$ cat src/rtl/word_link_pkg.sv
// Shared definitions for the two-wire word-loading link: frame geometry and
// transmitter state encoding, used by the transmitter and the receiver bench model.
package word_link_pkg;

  localparam int ADDR_W     = 12;
  localparam int DATA_W     = 32;
  localparam int FRAME_BITS = ADDR_W + DATA_W;

  typedef enum logic [1:0] {
    IDLE,
    SETUP,
    STROBE,
    GAP
  } tx_state_t;

  function automatic int max_int(input int a, input int b);
    return (a > b) ? a : b;
  endfunction

endpackage

$ cat src/rtl/word_transmitter_phase_timer.sv
// Loadable down-counter with a terminal-count flag; times both the serial
// half-periods and the inter-frame gap of the word transmitter.
module phase_timer #(
  parameter int CNT_W = 3
) (
  input  logic             clock,
  input  logic             reset,
  input  logic             load,
  input  logic [CNT_W-1:0] load_value,
  output logic             tc
);

  logic [CNT_W-1:0] count;

  always_ff @(posedge clock) begin
    if (!reset) begin
      count <= '0;
    end else if (load) begin
      count <= load_value;
    end else if (count != '0) begin
      count <= count - 1'b1;
    end
  end

  assign tc = (count == '0);

endmodule

$ cat src/rtl/word_transmitter.sv
// Serializing bootloader transmitter: sends {addr, data} MSB-first with a strobe clock.
// Define WORD_TX_PARITY_EN to append an even-parity bit after bit 0.
module word_transmitter
  import word_link_pkg::*;
#(
  parameter int HALF_PERIOD = 4,
  parameter int GAP_CYCLES  = 16
) (
  input  logic              clock,
  input  logic              reset,
  input  logic              in_valid,
  output logic              in_ready,
  input  logic [ADDR_W-1:0] in_addr,
  input  logic [DATA_W-1:0] in_data,
  output logic              serial_clk,
  output logic              serial_data,
  output logic              busy,
  output logic              done
);

  localparam int CNT_W = $clog2(max_int(HALF_PERIOD, GAP_CYCLES) + 1);
`ifdef WORD_TX_PARITY_EN
  localparam int SHIFT_W = FRAME_BITS + 1;
`else
  localparam int SHIFT_W = FRAME_BITS;
`endif
  localparam int BIT_W = $clog2(SHIFT_W);

  localparam logic [CNT_W-1:0] HALF_LOAD = CNT_W'(HALF_PERIOD - 1);
  localparam logic [CNT_W-1:0] GAP_LOAD  = CNT_W'(GAP_CYCLES - 1);
  localparam logic [BIT_W-1:0] LAST_BIT  = BIT_W'(SHIFT_W - 1);

  tx_state_t          state;
  tx_state_t          next_state;
  logic [SHIFT_W-1:0] shreg;
  logic [SHIFT_W-1:0] frame_word;
  logic [BIT_W-1:0]   bit_cnt;
  logic               timer_load;
  logic [CNT_W-1:0]   timer_value;
  logic               phase_done;

`ifdef WORD_TX_PARITY_EN
  assign frame_word = {in_addr, in_data, ^{in_addr, in_data}};
`else
  assign frame_word = {in_addr, in_data};
`endif

  phase_timer #(
    .CNT_W(CNT_W)
  ) u_timer (
    .clock      (clock),
    .reset      (reset),
    .load       (timer_load),
    .load_value (timer_value),
    .tc         (phase_done)
  );

  always_ff @(posedge clock) begin
    if (!reset) begin
      state <= IDLE;
    end else begin
      state <= next_state;
    end
  end

  // Every phase change reloads the timer with the length of the phase being entered.
  always_comb begin
    next_state  = state;
    timer_load  = 1'b0;
    timer_value = HALF_LOAD;
    case (state)
      IDLE: begin
        if (in_valid) begin
          next_state = SETUP;
          timer_load = 1'b1;
        end
      end
      SETUP: begin
        if (phase_done) begin
          next_state = STROBE;
          timer_load = 1'b1;
        end
      end
      STROBE: begin
        if (phase_done) begin
          timer_load = 1'b1;
          if (bit_cnt == '0) begin
            next_state  = GAP;
            timer_value = GAP_LOAD;
          end else begin
            next_state = SETUP;
          end
        end
      end
      GAP: begin
        if (phase_done) begin
          next_state = IDLE;
        end
      end
      default: next_state = IDLE;
    endcase
  end

  always_ff @(posedge clock) begin
    if (!reset) begin
      shreg   <= '0;
      bit_cnt <= '0;
      done    <= 1'b0;
    end else begin
      done <= (state == GAP) && phase_done;
      if ((state == IDLE) && in_valid) begin
        shreg   <= frame_word;
        bit_cnt <= LAST_BIT;
      end else if ((state == STROBE) && phase_done && (bit_cnt != '0)) begin
        shreg   <= shreg << 1;
        bit_cnt <= bit_cnt - 1'b1;
      end
    end
  end

  // The shift register is not cleared between frames, so the data line is gated by state.
  assign in_ready    = (state == IDLE);
  assign busy        = (state != IDLE);
  assign serial_clk  = (state == STROBE);
  assign serial_data = ((state == SETUP) || (state == STROBE)) && shreg[SHIFT_W-1];

endmodule

$ cat config.mk
export PLATFORM = sky130hd
export DESIGN_NAME = word_transmitter
export DESIGN_NICKNAME = d
export VERILOG_FILES = /design/src/rtl/word_link_pkg.sv /design/src/rtl/word_transmitter_phase_timer.sv /design/src/rtl/word_transmitter.sv
export SDC_FILE = /design/constraint.sdc
export NUM_CORES = 1
export LEC_CHECK = 0
export CAP_MARGIN = 25
export CORE_UTILIZATION = 51
export CTS_CLUSTER_DIAMETER = 60
export DETAILED_ROUTE_END_ITERATION = 12
export GPL_ROUTABILITY_DRIVEN = 0
export PLACE_DENSITY = 0.84
export SYNTH_ARGS = -nofsm -noshare
export SYNTH_HDL_FRONTEND = slang
export SYNTH_SLANG_ARGS = --single-unit
$ cat constraint.sdc
create_clock -name clock -period 2.25 [get_ports clock]
set_input_delay 0.45 -clock clock [delete_from_list [all_inputs] [get_ports clock]]
set_output_delay 0.45 -clock clock [all_outputs]
set_load 0.1 [all_outputs]
==> impl_metrics.toml, run 1 <==
[die]
die_y_um = 73.9
die-area_um2 = 5460
core_region_area_um2 = 4850
die-width_um = 73.9
num_rows = 25
ios = 52
start_util_pct = 54.4

[routing]
route.detailed.drc = 0
avgRoutedWirePerCell_um = 13.0
dr.pass1.iters = 4
via_per_inst = 5.48
totalWireLength_um = 5860
ant_nets = 0
vias = 2467
drtIter0Drc = 151

[place]
hpwl_um = 3760
place_ws_ps = 198
portBuffers = 51

[grt]
track_usage_pct = 23.4
grt_pass1_vias = 2317
grt_pass1_wl_um = 9700
grt_antenna_before_repair = 0
grt_max_degree = 50
grt-ovfl-total = 0

[clocking]
clk_latency_ps = 340
numClockSinks = 58
ctsResizeCount = 0
cts_max_path_buffers = 2
holdBufCountCts = 0
postCtsSetupBuffers = 0
cts_tree = "yes"
htreeDepth = 3
cts_root_buf = "clkbuf_8"
path_clk_slew_ps = 70
cts-buffers-inserted = 9

[sta]
max_freq_ghz = 0.485
skew_ps = 8.68
grt_setup_unrepaired = "no"
min_period_over_period_pct = 91.6
final_max_slew_viol_count = 0
relSlewSlack_pct = 59.5
fin_ws_ps = 188
worst_pin_slew_ps = 606
fin_crit_ps = 2060
final-setup-viol-count = 0
setup_tns_ps = 0
finalHoldViolCount = 0

[critical_path]
cp_slowest_cell = "nor4b_4"
crit_path_end_kind = "flip-flop"
critical_path_class = "reg -> reg"
cp.arrival_ps = 2290
path_cells = "inv_1 > ha_1 > nor4b_4 > buf_4 > nand3_1 > or3_1 > a211oi_1"
cpPeakStageDelay_ps = 350
critPathMaxFanout = 6
critPathLaunchType = "flip-flop"
critPathRequiredTime_ps = 2480

[synthesis]
synth_top_area_share_pct = 44.0
syn-num-nets = 390
synth_area_leaders = "dfxtp_1, nand2_1, a31oi_1"
yosysMostFrequentCell = "nand2_1"
synth.distinct_cells = 35
ys.flop_type = "dfxtp_1"
syn-cell-area_um2 = 2640
synth_seq_cells = 58
ys_seq_area_share_pct = 44.0
synthCells = 335
yosys_warnings = 0
synth_commonest_cells = "nand2_1, dfxtp_1, o21ai_0, a31oi_1, clkbuf_1"
yosysTopAreaCell = "dfxtp_1"
synth_edf_count = 0
synthArstFlopShare_pct = 0
avgSynthCellArea_um2 = 7.87

[layout]
n_antenna_cell = 0
fill_cells = 357
area_delta_synth_final_pct = 32.2
nets = 433
drive_gt1_share_pct = 9.14

[pwr]
p_per_area_nw_per_um2 = 1210
p_leak_nw = 1.27
vdd_drop_max_mv = 0.688

[hold_path]
hold_class = "reg -> reg"

[run_status]
status = "finished, final reports clean"

[run]
maxCapViolations = 0
layout by cell type, fill, tap and decap left out, drive strengths merged, types with 6 or more instances in the layout:
cell and count:
dfxtp 58, ha 8, buf 12, a31oi 45, nor3 6, a21oi 7, clkbuf 12, clkdlybuf4s50 46
inv 7, o21ai 47, nand2 90
final timing paths:
check	startpoint	to	slack, ps	cells after the start
hold / removal	shreg[22]	shreg[23]	470	2
hold reg to reg	shreg[22]	shreg[23]	470	2
setup / recovery	u_timer.count[0]	bit_cnt[2]	190	7
setup reg to reg	u_timer.count[0]	bit_cnt[2]	190	7
stage by stage:
stage / hold WS (ps) / instance area [µm²] / power (mW) / util (%) / instances
after floorplan: 444 / 2660 / 2.63 / - / 335
after global placement: 454 / 3260 / 3.07 / 67.2 / 434
after detailed placement: 458 / 3260 / 3.11 / 67.2 / 434
after CTS: 467 / 3490 / 4.23 / 71.9 / 450
after global routing: 487 / 3490 / 4.47 / 71.9 / 450
final: 468 / 3490 / 4.23 / 71.9 / 450
per-layer routing:
layer / routed length (µm) / track usage, % / up-vias
met4: 103 / 12.0 / 0
li1: - / - / 1263
met2: 2890 / 40.5 / 68
met5: 0 / 0 / -
met3: 262 / 4.94 / 10
met1: 2610 / 27.1 / 1126
final cells by class:
type,instances,area (µm²),share of cell area [%]
clock buffer,12,155,4.45
clock inverter,4,73.8,2.12
inverter,9,37.5,1.08
multi-input combinational,242,1340,38.3
sequential,58,1160,33.3
tap,67,83.8,2.40
timing repair buffer,58,638,18.3
report_power, final:
| part | internal, mW | switching [mW] |
|---|---|---|
| registers | 1.31 | 0.180 |
| logic | 0.672 | 0.968 |
| clock network | 0.685 | 0.417 |
state kept, by name, summed over array words and instances (netlist names):
signal and flops:
bit_cnt 6, done 1, shreg 44, state 2, u_timer.count 5
worst max-delay path, delay by kind of cell, from the launching register on:
family	cells	cell delay, ps
AOI/OAI and AO/OA	1	250
adders and majority gates	1	220
buffers and inverters	2	290
DFF	1	340
and+or+nand+nor	3	850
logic make-up (layout without fill, tap and decap cells):
| family | count (synthesis) | after routing | share of synthesized area (%) |
|---|---|---|---|
| simple gates | 118 | 118 | 19.3 |
| xor+xnor | 4 | 4 | 1.33 |
| flops | 58 | 58 | 44.0 |
| fa+ha+maj | 8 | 8 | 3.80 |
| compound gates | 112 | 112 | 25.6 |
| buf+inv | 35 | 83 | 5.93 |
No activity file was read; power rests on OpenSTA's default activity.
==> run 2, diff against run 1 <==
Settings changed: PLACE_DENSITY 0.84 to not set, PLACE_DENSITY_LB_ADDON set to 0.12, SYNTH_HIERARCHICAL set to 1.
==> run 2 against run 1 <==
  * Global-route usage down 2.7 points
  * Clock power decreased by 11%
  * Sequential share of layout area down 0.18 points
  * Clock skew fell by 0.59 ps
  * Flip-flop and latch count unchanged
  * Register-to-register slack better by 60 ps
  * First-iteration DRC count down 32%
  * Critical path type is now reg -> out
  * Critical endpoint is now serial_data
==> impl_metrics.toml, run 2 <==
[sta]
final-setup-viol-count = 0
min_period_over_period_pct = 89.3
fin_crit_ps = 2010
final_max_slew_viol_count = 0
setup_tns_ps = 0
grt_setup_unrepaired = "no"
finalHoldViolCount = 0
skew_ps = 8.09
max_freq_ghz = 0.498
fin_ws_ps = 240

[clocking]
cts_root_buf = "clkbuf_8"
clk_latency_ps = 330
path_clk_slew_ps = 70
cts-buffers-inserted = 9
htreeDepth = 3
cts_max_path_buffers = 2
cts_tree = "yes"
holdBufCountCts = 0
ctsResizeCount = 0
numClockSinks = 58
postCtsSetupBuffers = 0

[layout]
top_regs = "shreg x44, bit_cnt x6, u_timer/count x5"
nets = 399
top_register = "shreg"
fill_cells = 417
stdcell_count = 421
n_antenna_cell = 0
fin_area_um2 = 3500
largest_reg_flops = 44
drive_gt1_share_pct = 12.0
area_delta_synth_final_pct = 30.5
layout_commonest_cell = "dfxtp_1"
layout_common_cells = "dfxtp_1, nand2_1, clkdlybuf4s50_1"

[hold_path]
hold_class = "reg -> reg"

[synthesis]
synth_commonest_cells = "dfxtp_1, nand2_1, mux2i_1, o21ai_1, inv_1"
yosys_warnings = 6
synthCells = 291
avgSynthCellArea_um2 = 9.23
synth_area_leaders = "dfxtp_1, mux2i_1, o21ai_1"
synth_top_area_share_pct = 43.2
ys.flop_type = "dfxtp_1"
syn-cell-area_um2 = 2690
synth.distinct_cells = 45
yosysTopAreaCell = "dfxtp_1"
synth_seq_cells = 58
yosysMostFrequentCell = "dfxtp_1"
ys_seq_area_share_pct = 43.2
synthArstFlopShare_pct = 0
synth_edf_count = 0

[pwr]
finalPower_mw = 3.95
p_per_area_nw_per_um2 = 1130
p_leak_nw = 1.24
vdd_drop_max_mv = 0.548

[routing]
drtIter0Drc = 103
route.detailed.drc = 0
ant_nets = 0
avgRoutedWirePerCell_um = 11.9
vias = 2179
dr.pass1.iters = 4
totalWireLength_um = 5030
via_per_inst = 5.18

[die]
ios = 52
start_util_pct = 52.9
die-area_um2 = 5560
core_region_area_um2 = 5070
die-width_um = 74.6
die_y_um = 74.6
num_rows = 26

[run_status]
status = "finished, final reports clean"

[critical_path]
cp_slowest_cell = "dfxtp_1"
critPathLaunchType = "flip-flop"
crit_path_end_kind = "output port"
critPathMaxFanout = 5
cp.arrival_ps = 1560
critPathRequiredTime_ps = 1800
cpPeakStageDelay_ps = 410
path_cells = "inv_1 > ha_2 > and2_1 > buf_12"
critical_path_class = "reg -> out"

[grt]
grt_pass1_wl_um = 8540
grt_antenna_before_repair = 0
grt_max_degree = 52
grt-ovfl-total = 0
grt_pass1_vias = 1944
track_usage_pct = 20.6

[run]
maxCapViolations = 0

[place]
placed_cells = 405
dpl_cell_area_um2 = 3300
hpwl_um = 3420
portBuffers = 51
place_ws_ps = 204
## run 2: changes by cell type after synthesis, moves of 3 or more
cell	change
nand2_1	-41
nand3_1	+4
mux2i_1	+43
buf_8	+5
a31oi_1	-44
o21ai_0	-44
buf_2	-5
o21ai_1	+42
nor3_1	-4
clkbuf_1	-8
inv_1	+3
## run 2: area by class of cell
cell class	count	area [µm²]	area share (%)
clock buffers	11	151	4.32
clock inverters	5	52.6	1.50
inverters	12	45.0	1.29
multi-input cells	205	1350	38.6
flip-flops and latches	58	1160	33.1
well taps	70	87.6	2.50
repair buffers	60	653	18.6
## run 2: kinds of logic (layout without fill, tap and decap cells)
group	after synthesis	count (layout)	share of synthesized area (%)
other	2	3	0.280
AOI/OAI and AO/OA	67	67	14.9
DFF	58	58	43.2
adders and majority gates	6	6	2.79
buffers and inverters	29	88	6.71
and+or+nand+nor	83	83	15.1
xor gates and xnor gates	3	3	0.978
muxes	43	43	16.0
## run 2: per-layer routing
metal  up-vias  track usage (%)  routed length (µm)  part of all wire [%]
met5         -                0                   0                     0
met2        43             33.6                2410                    48
met1       994             24.4                2330                    46
met3        10             4.20                 165                   3.3
li1       1132                -                   -                     -
met4         0             14.3                 116                   2.3
## run 2: critical path: cells and delay by family, from the launching register on
| family | cells | cell delay (ps) |
|---|---|---|
| fa+ha+maj | 1 | 340 |
| buf+inv | 2 | 300 |
| flops | 1 | 410 |
| simple gates | 1 | 170 |
## run 2: through the flow
stage,hold WS (ps),utilization [%]
after detailed placement,506,65.0
after global routing,533,69.1
after floorplan,475,-
after global placement,495,65.0
after CTS,515,69.1
final,513,69.1
## run 2: path summary, 6_finish.rpt
| check | slack, ps | depth (start not counted) | to | startpoint |
|---|---|---|---|---|
| max reg2reg | 250 | 8 | shreg[11] | u_timer/count[0] |
| min reg2reg | 510 | 2 | u_timer/count[1] | u_timer/count[1] |
| min | 510 | 2 | u_timer/count[1] | u_timer/count[1] |
| max | 240 | 4 | serial_data | state[0] |
## run 2: power breakdown
part	internal [mW]	total [mW]	switching (mW)
Clock	0.565	0.974	0.408
Combinational	0.676	1.54	0.864
Sequential	1.27	1.44	0.169
Total	2.51	3.95	1.44
